--- src/rtl/project_pwm_pkg.sv ---
// Shared definitions for the PWM sync controller and its period-counter slaves:
// mode codes, shadow register offsets and controller state encodings.
package project_pwm_pkg;

  localparam logic [1:0] MODE_OFF     = 2'b00;
  localparam logic [1:0] MODE_UP      = 2'b01;
  localparam logic [1:0] MODE_DOWN    = 2'b10;
  localparam logic [1:0] MODE_UP_DOWN = 2'b11;

  localparam logic [1:0] REG_PERIOD = 2'd0;
  localparam logic [1:0] REG_PHASE  = 2'd1;
  localparam logic [1:0] REG_CTRL   = 2'd2;
  localparam logic [1:0] REG_RSVD   = 2'd3;

  typedef enum logic [1:0] {
    ST_IDLE = 2'd0,
    ST_LOAD = 2'd1,
    ST_RUN  = 2'd2
  } state_e;

  // True when a shadow write addresses a real register of channel ch.
  function automatic logic wr_hits(input logic [3:0] addr, input logic [1:0] ch);
    return (addr[3:2] == ch) && (addr[1:0] != REG_RSVD);
  endfunction

endpackage

--- src/rtl/project_pwm_channel_regs.sv ---
// One channel's shadow (CPU-written) and active (slave-facing) configuration.
// Active registers change only on i_xfer, which copies every shadow field.
module project_pwm_channel_regs
  import project_pwm_pkg::*;
#(
  parameter int         W      = 16,
  parameter logic [1:0] CH_IDX = 2'd0
) (
  input  logic         i_clk,
  input  logic         i_reset_n,
  input  logic         i_wr_en,
  input  logic [3:0]   i_wr_addr,
  input  logic [W-1:0] i_wr_data,
  input  logic         i_xfer,
  output logic [W-1:0] o_period,
  output logic [W-1:0] o_phase,
  output logic [1:0]   o_mode,
  output logic         o_sync_en
);

  logic [W-1:0] sh_period_q, sh_period_d;
  logic [W-1:0] sh_phase_q,  sh_phase_d;
  logic [1:0]   sh_mode_q,   sh_mode_d;
  logic         sh_sync_en_q, sh_sync_en_d;
  logic [W-1:0] ac_period_q, ac_period_d;
  logic [W-1:0] ac_phase_q,  ac_phase_d;
  logic [1:0]   ac_mode_q,   ac_mode_d;
  logic         ac_sync_en_q, ac_sync_en_d;

  // Next-state for shadow writes and shadow-to-active transfer.
  always_comb begin
    sh_period_d  = sh_period_q;
    sh_phase_d   = sh_phase_q;
    sh_mode_d    = sh_mode_q;
    sh_sync_en_d = sh_sync_en_q;
    if (i_wr_en && wr_hits(i_wr_addr, CH_IDX)) begin
      case (i_wr_addr[1:0])
        REG_PERIOD: sh_period_d = i_wr_data;
        REG_PHASE:  sh_phase_d  = i_wr_data;
        REG_CTRL: begin
          sh_mode_d    = i_wr_data[1:0];
          sh_sync_en_d = i_wr_data[2];
        end
        default: sh_period_d = sh_period_q;
      endcase
    end else begin
      sh_period_d = sh_period_q;
    end

    // Transfer takes the shadow value held before any same-cycle write.
    if (i_xfer) begin
      ac_period_d  = sh_period_q;
      ac_phase_d   = sh_phase_q;
      ac_mode_d    = sh_mode_q;
      ac_sync_en_d = sh_sync_en_q;
    end else begin
      ac_period_d  = ac_period_q;
      ac_phase_d   = ac_phase_q;
      ac_mode_d    = ac_mode_q;
      ac_sync_en_d = ac_sync_en_q;
    end
  end

  // Shadow and active register storage.
  always_ff @(posedge i_clk or negedge i_reset_n) begin
    if (!i_reset_n) begin
      sh_period_q  <= {W{1'b0}};
      sh_phase_q   <= {W{1'b0}};
      sh_mode_q    <= MODE_OFF;
      sh_sync_en_q <= 1'b0;
      ac_period_q  <= {W{1'b0}};
      ac_phase_q   <= {W{1'b0}};
      ac_mode_q    <= MODE_OFF;
      ac_sync_en_q <= 1'b0;
    end else begin
      sh_period_q  <= sh_period_d;
      sh_phase_q   <= sh_phase_d;
      sh_mode_q    <= sh_mode_d;
      sh_sync_en_q <= sh_sync_en_d;
      ac_period_q  <= ac_period_d;
      ac_phase_q   <= ac_phase_d;
      ac_mode_q    <= ac_mode_d;
      ac_sync_en_q <= ac_sync_en_d;
    end
  end

  assign o_period  = ac_period_q;
  assign o_phase   = ac_phase_q;
  assign o_mode    = ac_mode_q;
  assign o_sync_en = ac_sync_en_q;

endmodule

--- src/rtl/project_pwm_sync_controller.sv ---
// Start/stop sequencer for up to four period-counter slaves with commit of new
// configuration aligned to the master period boundary, optionally re-phasing.
module project_pwm_sync_controller
  import project_pwm_pkg::*;
#(
  parameter int N_CH = 4,
  parameter int W    = 16
) (
  input  logic                i_clk,
  input  logic                i_reset_n,
  input  logic                i_wr_en,
  input  logic [3:0]          i_wr_addr,
  input  logic [W-1:0]        i_wr_data,
  input  logic                i_start,
  input  logic                i_stop,
  input  logic                i_commit,
  input  logic                i_commit_resync,
  input  logic                i_master_sync,
  output logic                o_en,
  output logic [N_CH-1:0]     o_phase_en,
  output logic [2*N_CH-1:0]   o_mode,
  output logic [W*N_CH-1:0]   o_period,
  output logic [W*N_CH-1:0]   o_phase,
  output logic [N_CH-1:0]     o_sync_en,
  output logic                o_busy,
  output logic                o_commit_pending,
  output logic                o_commit_done
);

  state_e          state_q, state_d;
  logic            pending_q, pending_d;
  logic            resync_q, resync_d;
  logic            done_q, done_d;
  logic            en_q, en_d;
  logic            busy_q, busy_d;
  logic [N_CH-1:0] phase_en_q, phase_en_d;
  logic            xfer_s;

  // Sequencing: start, one-cycle load, run with boundary-aligned commits; stop wins.
  always_comb begin
    state_d   = state_q;
    pending_d = pending_q;
    resync_d  = resync_q;
    done_d    = 1'b0;
    xfer_s    = 1'b0;
    case (state_q)
      ST_IDLE: begin
        if (i_start) begin
          xfer_s  = 1'b1;
          state_d = ST_LOAD;
        end else begin
          state_d = ST_IDLE;
        end
      end
      ST_LOAD: begin
        if (i_stop) begin
          state_d   = ST_IDLE;
          pending_d = 1'b0;
          resync_d  = 1'b0;
        end else begin
          state_d = ST_RUN;
        end
      end
      ST_RUN: begin
        if (i_stop) begin
          state_d   = ST_IDLE;
          pending_d = 1'b0;
          resync_d  = 1'b0;
        end else begin
          if (pending_q && i_master_sync) begin
            xfer_s    = 1'b1;
            pending_d = 1'b0;
            done_d    = 1'b1;
            if (resync_q) begin
              state_d  = ST_LOAD;
              resync_d = 1'b0;
            end else begin
              state_d = ST_RUN;
            end
          end else begin
            state_d = ST_RUN;
          end
          // A commit arriving on the sync cycle is queued for the next boundary.
          if (i_commit) begin
            pending_d = 1'b1;
            resync_d  = resync_d | i_commit_resync;
          end else begin
            pending_d = pending_d;
          end
        end
      end
      default: begin
        state_d   = ST_IDLE;
        pending_d = 1'b0;
        resync_d  = 1'b0;
      end
    endcase

    en_d       = (state_d != ST_IDLE);
    busy_d     = (state_d != ST_IDLE);
    phase_en_d = {N_CH{state_d == ST_LOAD}};
  end

  // Controller state and registered outputs.
  always_ff @(posedge i_clk or negedge i_reset_n) begin
    if (!i_reset_n) begin
      state_q    <= ST_IDLE;
      pending_q  <= 1'b0;
      resync_q   <= 1'b0;
      done_q     <= 1'b0;
      en_q       <= 1'b0;
      busy_q     <= 1'b0;
      phase_en_q <= {N_CH{1'b0}};
    end else begin
      state_q    <= state_d;
      pending_q  <= pending_d;
      resync_q   <= resync_d;
      done_q     <= done_d;
      en_q       <= en_d;
      busy_q     <= busy_d;
      phase_en_q <= phase_en_d;
    end
  end

  for (genvar k = 0; k < N_CH; k++) begin : g_ch
    project_pwm_channel_regs #(
      .W      (W),
      .CH_IDX (2'(k))
    ) u_regs (
      .i_clk     (i_clk),
      .i_reset_n (i_reset_n),
      .i_wr_en   (i_wr_en),
      .i_wr_addr (i_wr_addr),
      .i_wr_data (i_wr_data),
      .i_xfer    (xfer_s),
      .o_period  (o_period[W*k +: W]),
      .o_phase   (o_phase[W*k +: W]),
      .o_mode    (o_mode[2*k +: 2]),
      .o_sync_en (o_sync_en[k])
    );
  end

  assign o_en             = en_q;
  assign o_busy           = busy_q;
  assign o_phase_en       = phase_en_q;
  assign o_commit_pending = pending_q;
  assign o_commit_done    = done_q;

endmodule

--- config.mk ---
export PLATFORM = sky130hd
export DESIGN_NAME = project_pwm_sync_controller
export DESIGN_NICKNAME = d
export VERILOG_FILES = /design/src/rtl/project_pwm_pkg.sv /design/src/rtl/project_pwm_channel_regs.sv /design/src/rtl/project_pwm_sync_controller.sv
export SDC_FILE = /design/constraint.sdc
export NUM_CORES = 1
export LEC_CHECK = 0
export CAP_MARGIN = 10
export CORE_MARGIN = 4
export CORE_UTILIZATION = 30
export CTS_BUF_LIST = sky130_fd_sc_hd__clkbuf_8
export DETAILED_ROUTE_END_ITERATION = 12
export GPL_TIMING_DRIVEN = 0
export PLACE_DENSITY_LB_ADDON = 0.08
export SYNTH_ARGS = -nofsm -noshare
export SYNTH_HDL_FRONTEND = slang
export SYNTH_HIERARCHICAL = 1
export SYNTH_SLANG_ARGS = --single-unit
--- constraint.sdc ---
create_clock -name i_clk -period 2.05 [get_ports i_clk]
set_input_delay 0.41 -clock i_clk [delete_from_list [all_inputs] [get_ports i_clk]]
set_output_delay 0.41 -clock i_clk [all_outputs]
set_load 0.1 [all_outputs]
Yosys cells after proc, flatten, opt, wreduce, memory -nomap -nowiden:

Index checks and enable logic that the tools add are counted.

* logic and storage cells: 100
* flip-flop bits (word level): 287
* input bits: 28
* output and inout bits: 148

* muxes and demuxes: 22
* eq/ne operators: 11
* bitwise operators: 2
* reduce and logical (&&, ||, !) cells: 27

Operator list (number)
* $reduce_and 2->1: 13
* $mux 1: 14
* $logic_and 1x1->1: 9
* $eq 2x1->1 const B: 4
* $eq 2x2->1 const B: 4
* $mux 2: 4
* $logic_not 2->1: 3
* $pmux 1 s3: 2
* $pmux 2 s3: 1
* $ne 2x2->1 const B: 2
* $ne 4x4->1 const B: 1
* $reduce_and 3->1: 1
* $pmux 1 s2: 1
* $reduce_bool 2->1: 1
* $not 1->1: 1
* $or 1x1->1: 1

Depth between registers and ports, before layout:

* depth after elaboration: 8
* gate-level depth with buffers: 7
* mapped depth without buffers: 4

Hierarchy:

Netlist, hierarchy kept.

By module, submodules not included
* project_pwm_channel_regs at g_ch[1].u_regs ...: instances 2, area an instance 2651.3 sq um, cells each 150, sequential area each 1751.7 sq um
* project_pwm_channel_regs at g_ch[0].u_regs: instances 1, area an instance 2682.6 sq um, cells each 152, sequential area each 1751.7 sq um
* project_pwm_channel_regs at g_ch[3].u_regs: instances 1, area an instance 2666.3 sq um, cells each 151, sequential area each 1751.7 sq um
* project_pwm_sync_controller: instances 1, area an instance 346.6 sq um, cells each 34, sequential area each 175.2 sq um

Worst setup path before layout:

No wires, ideal clock.

* path type: register -> register
* start point: reg pending_q (netlist: o_commit_pending)
* end point: reg g_ch[0].u_regs.ac_period_q[10]
* arrival: 2.486 ns
* slack: -0.562 ns
* clock period less this slack: 2.612 ns
* required time: 1.925 ns
* setup time: 0.125 ns
* buffers on the path: 2
* cell stages (with the launch flop): 6
* cells stage by stage: dfrtp_1 -> nand4b_1 -> o21ai_0 -> clkbuf_1 -> buf_1 -> mux2_2

* word-level cells in the longest chain between the ends: 4

RTL lines
* start: declaration: RTL line project_pwm_sync_controller.sv:31 `logic pending_q, pending_d;`
* start signal: assignment: RTL line project_pwm_sync_controller.sv:116 `pending_q <= pending_d;`
* $logic_and 1x1->1: RTL line project_pwm_sync_controller.sv:70 `if (pending_q && i_master_sync) begin`
* $mux 1: RTL line project_pwm_sync_controller.sv:70
* $mux 1: RTL line project_pwm_sync_controller.sv:65 `if (i_stop) begin`
* $pmux 1 s2: RTL line project_pwm_sync_controller.sv:46 `case (state_q)`
* net xfer_s: RTL line project_pwm_sync_controller.sv:37 `logic xfer_s;`
* end signal: assignment: RTL line project_pwm_channel_regs.sv:71 `ac_period_q <= {W{1'b0}};`
* end signal: assignment: RTL line project_pwm_channel_regs.sv:80 `ac_period_q <= ac_period_d;`
* end: declaration: RTL line project_pwm_channel_regs.sv:25 `logic [W-1:0] ac_period_q, ac_period_d;`

The timed path passes the listed nets, and every way through them passes these cells.
A chain may end at the register's enable or synchronous reset.

==> flow_summary_export.csv <==
group,metric,value,unit
global_route,grt-ovfl-total,0,
critical_path,ff2ff_setup_slack,140,ps
layout,fin_area,14600,µm²
sta,grt_setup_unrepaired,"no",
sta,holdWs,443,ps
global_route,grt_pass1_wl,42900,µm
critical_path,required,1640,ps
outcome,outcome,"finished clean",
placement,io_buffers,175,
route,wirelength,27800,µm
die,start_util,0.307,
layout,antenna_cells,0,
global_route,grtUsageMet3,0.0379,
route,drtAntennaViolNets,0,
synth,yosysSeqAreaShare,0.653,
global_route,gr-usage-met1,0.186,
min_path,min_path_cells,3,
die,core_region_area,35800,µm²
sta,worst_slew_pin_slew,750,ps
global_route,track_usage,0.141,
synth,syn_nets,665,
synth,postSynthAreaPerCell,17.3,µm²
route,wl_per_cell,20.5,µm
cts,clock_latency,560,ps
sta,min_period_over_period,0.957,
placement,gp_congestion,0.732,
cts,htree_levels,2,
placement,dp_hpwl,19100,µm
layout,areaGrowthSynthToFinish,32.8,%
critical_path,endpoint_kind,"output port",
layout,nNetsFinal,897,
placement,dpl_cell_area,13400,µm²
critical_path,r2r-start,"state_q[1]",
min_path,min_from,"i_commit_resync",
synth,async_reset_ff_frac,1.00,
sta,period_minus_slack,1960,ps
layout,layout.cells.non_filler,1358,
sta,fin_skew,11.5,ps
cts,numCtsBuffers,50,
synth,synth_edf_count,0,
sta,fmax,0.510,GHz
cts,clk_pin_slew_worst_paths,50,ps
die,die_x,199,µm
synth,ys_types,37,
synth,yosysTopAreaCellShare,0.653,
placement,dp.cells,1275,
synth,yosys.area.top_type,"dfrtp_1",
synth,synth_area,11000,µm²
synth,ys_top_cells_by_area,"dfrtp_1 65%, mux2_2 27%, mux2_4 2.7%, buf_2 0.41%, buf_6 0.41%",
die,dieArea,39800,µm²
critical_path,arrival,1550,ps
critical_path,r2r_cells,5,
route,drtIter0Drc,245,
critical_path,rr_endpoint,"g_ch[2].u_regs/o_period[1]",
route,vias_per_cell,4.51,
die,num_io_pins,176,
sta,slew_violations,0,
synth,ys_top_cells_by_count,"287 x dfrtp_1, 260 x mux2_2, 20 x mux2_4",
synth,ys.warnings.count,6,
sta,setup_viol,0,
synth,synthMostInstantiatedCell,"dfrtp_1",
synth,synth_flop_cell,"dfrtp_1",
route,vias,6126,
global_route,busiest_layer,"met2",
cts,cts.sinks,287,
global_route,grt_max_degree,124,
cts,cts_buffer_depth,3,
die,std_cell_rows,69,
flow_run,maxCapViolCount,0,
synth,synth-seq-cells,287,
route,firstDrtPassIters,4,
layout,layout-drive-gt1-share,0.609,
min_path,min-delay-path-class,"in -> reg",
critical_path,worst-setup-path-type,"reg -> out",
global_route,antenna_found_initial,0,
cts,cts-root-buf,"clkbuf_8",
sta,tns,0,ps
sta,relSlewSlack,0.500,
global_route,grtUsageMet2,0.232,
critical_path,critPathLaunchType,"flip-flop",
die,fp.dieH,199,µm
route,route.detailed.drc,0,
sta,hold_viol_final,0,
min_path,hold_end,"resync_q",
cts,tritoncts,"yes",
synth,syn_inst,637,
critical_path,worstPathMaxFanout,2,
global_route,grt_pass1_vias,7004,
-- critical path: stages, from the launching register on --
cell and delay (ps):
dfrtp_1 350, buf_4 110, clkdlybuf4s15_2 550
-- repair_timing --
item | 4_1_cts | 5_1_grt
gates cloned | 0 | 0
hold buffers | 1 | 0
hold endpoints to repair | 88 | 0
endpoints found under the setup margin | 320 | 141
buffers inserted | 2 | 0
pin swaps | 2 | 1
gates resized for setup | 470 | 12
-- how the worst max path moves through the flow --
stage | start | endpoint
floorplan | o_commit_pending | g_ch[0].u_regs/o_period[0]
global placement | i_reset_n | o_commit_pending
detailed placement | i_wr_addr[1] | g_ch[0].u_regs/sh_period_q[0]
CTS | i_wr_addr[0] | g_ch[1].u_regs/sh_phase_q[14]
global route | o_busy | o_en
finish | o_busy | o_en
-- layer usage --
metal | wire (µm) | share of wire
met3 | 1480 | 0.053
met1 | 12200 | 0.44
met4 | 612 | 0.022
met2 | 13500 | 0.48
met5 | 0 | 0
-- logic make-up after synthesis --
group                  share of synthesized area
multiplexers                               0.294
flip-flops                                 0.653
AO/OA/AOI/OAI                            0.00569
XOR/XNOR                                0.000797
buffers and inverters                     0.0214
AND/OR/NAND/NOR                           0.0256
-- cell type report --
| type | instances | area, µm² |
|---|---|---|
| clock inverters | 20 | 103 |
| flip-flops and latches | 287 | 7190 |
| fillers | 3257 | 21200 |
| plain buffers | 31 | 297 |
| well taps | 461 | 577 |
| inverters | 1 | 3.75 |
| clock buffers | 60 | 826 |
| multi-input cells | 318 | 3610 |
| repair buffers | 180 | 2010 |
-- stage by stage --
| step | util | setup WS (ps) |
|---|---|---|
| 2_1_floorplan | - | -28.0 |
| 3_3_place_gp | 0.372 | -13340 |
| 3_5_place_dp | 0.374 | -1210 |
| 4_1_cts | 0.407 | 9.18 |
| 5_1_grt | 0.408 | 12.8 |
| 6_report | 0.408 | 87.7 |
-- cell usage in the layout (no fill, tap or decap), types with 2 or more instances in the layout --
cell             count
buf_2                4
clkdlybuf4s15_2    145
inv_1               19
mux2_2             260
clkbuf_4             5
buf_12               2
nor3b_4              2
clkdlybuf4s50_1     24
mux2_4              20
nor2_2               2
buf_6                6
or3b_4               2
buf_4               16
clkbuf_8            61
a22o_2               2
nand3b_4             2
buf_16               2
nand2_1              3
o21ai_0              4
buf_8                3
a21oi_1              2
dfrtp_1            285
nor3_4               3
-- state kept, by name, indices dropped and copies added (netlist names) --
name and cells:
g_ch.u_regs/o_mode 8, g_ch.u_regs/o_period 64, g_ch.u_regs/o_phase 64, g_ch.u_regs/o_sync_en 4
g_ch.u_regs/sh_mode_q 8, g_ch.u_regs/sh_period_q 64, g_ch.u_regs/sh_phase_q 64, g_ch.u_regs/sh_sync_en_q 4
o_busy 1, o_commit_done 1, o_commit_pending 1, o_phase_en 1
resync_q 1, state_q 2
Power is not shown: default switching activity piles up to over one toggle a cycle in this logic, so the estimate is an artifact.
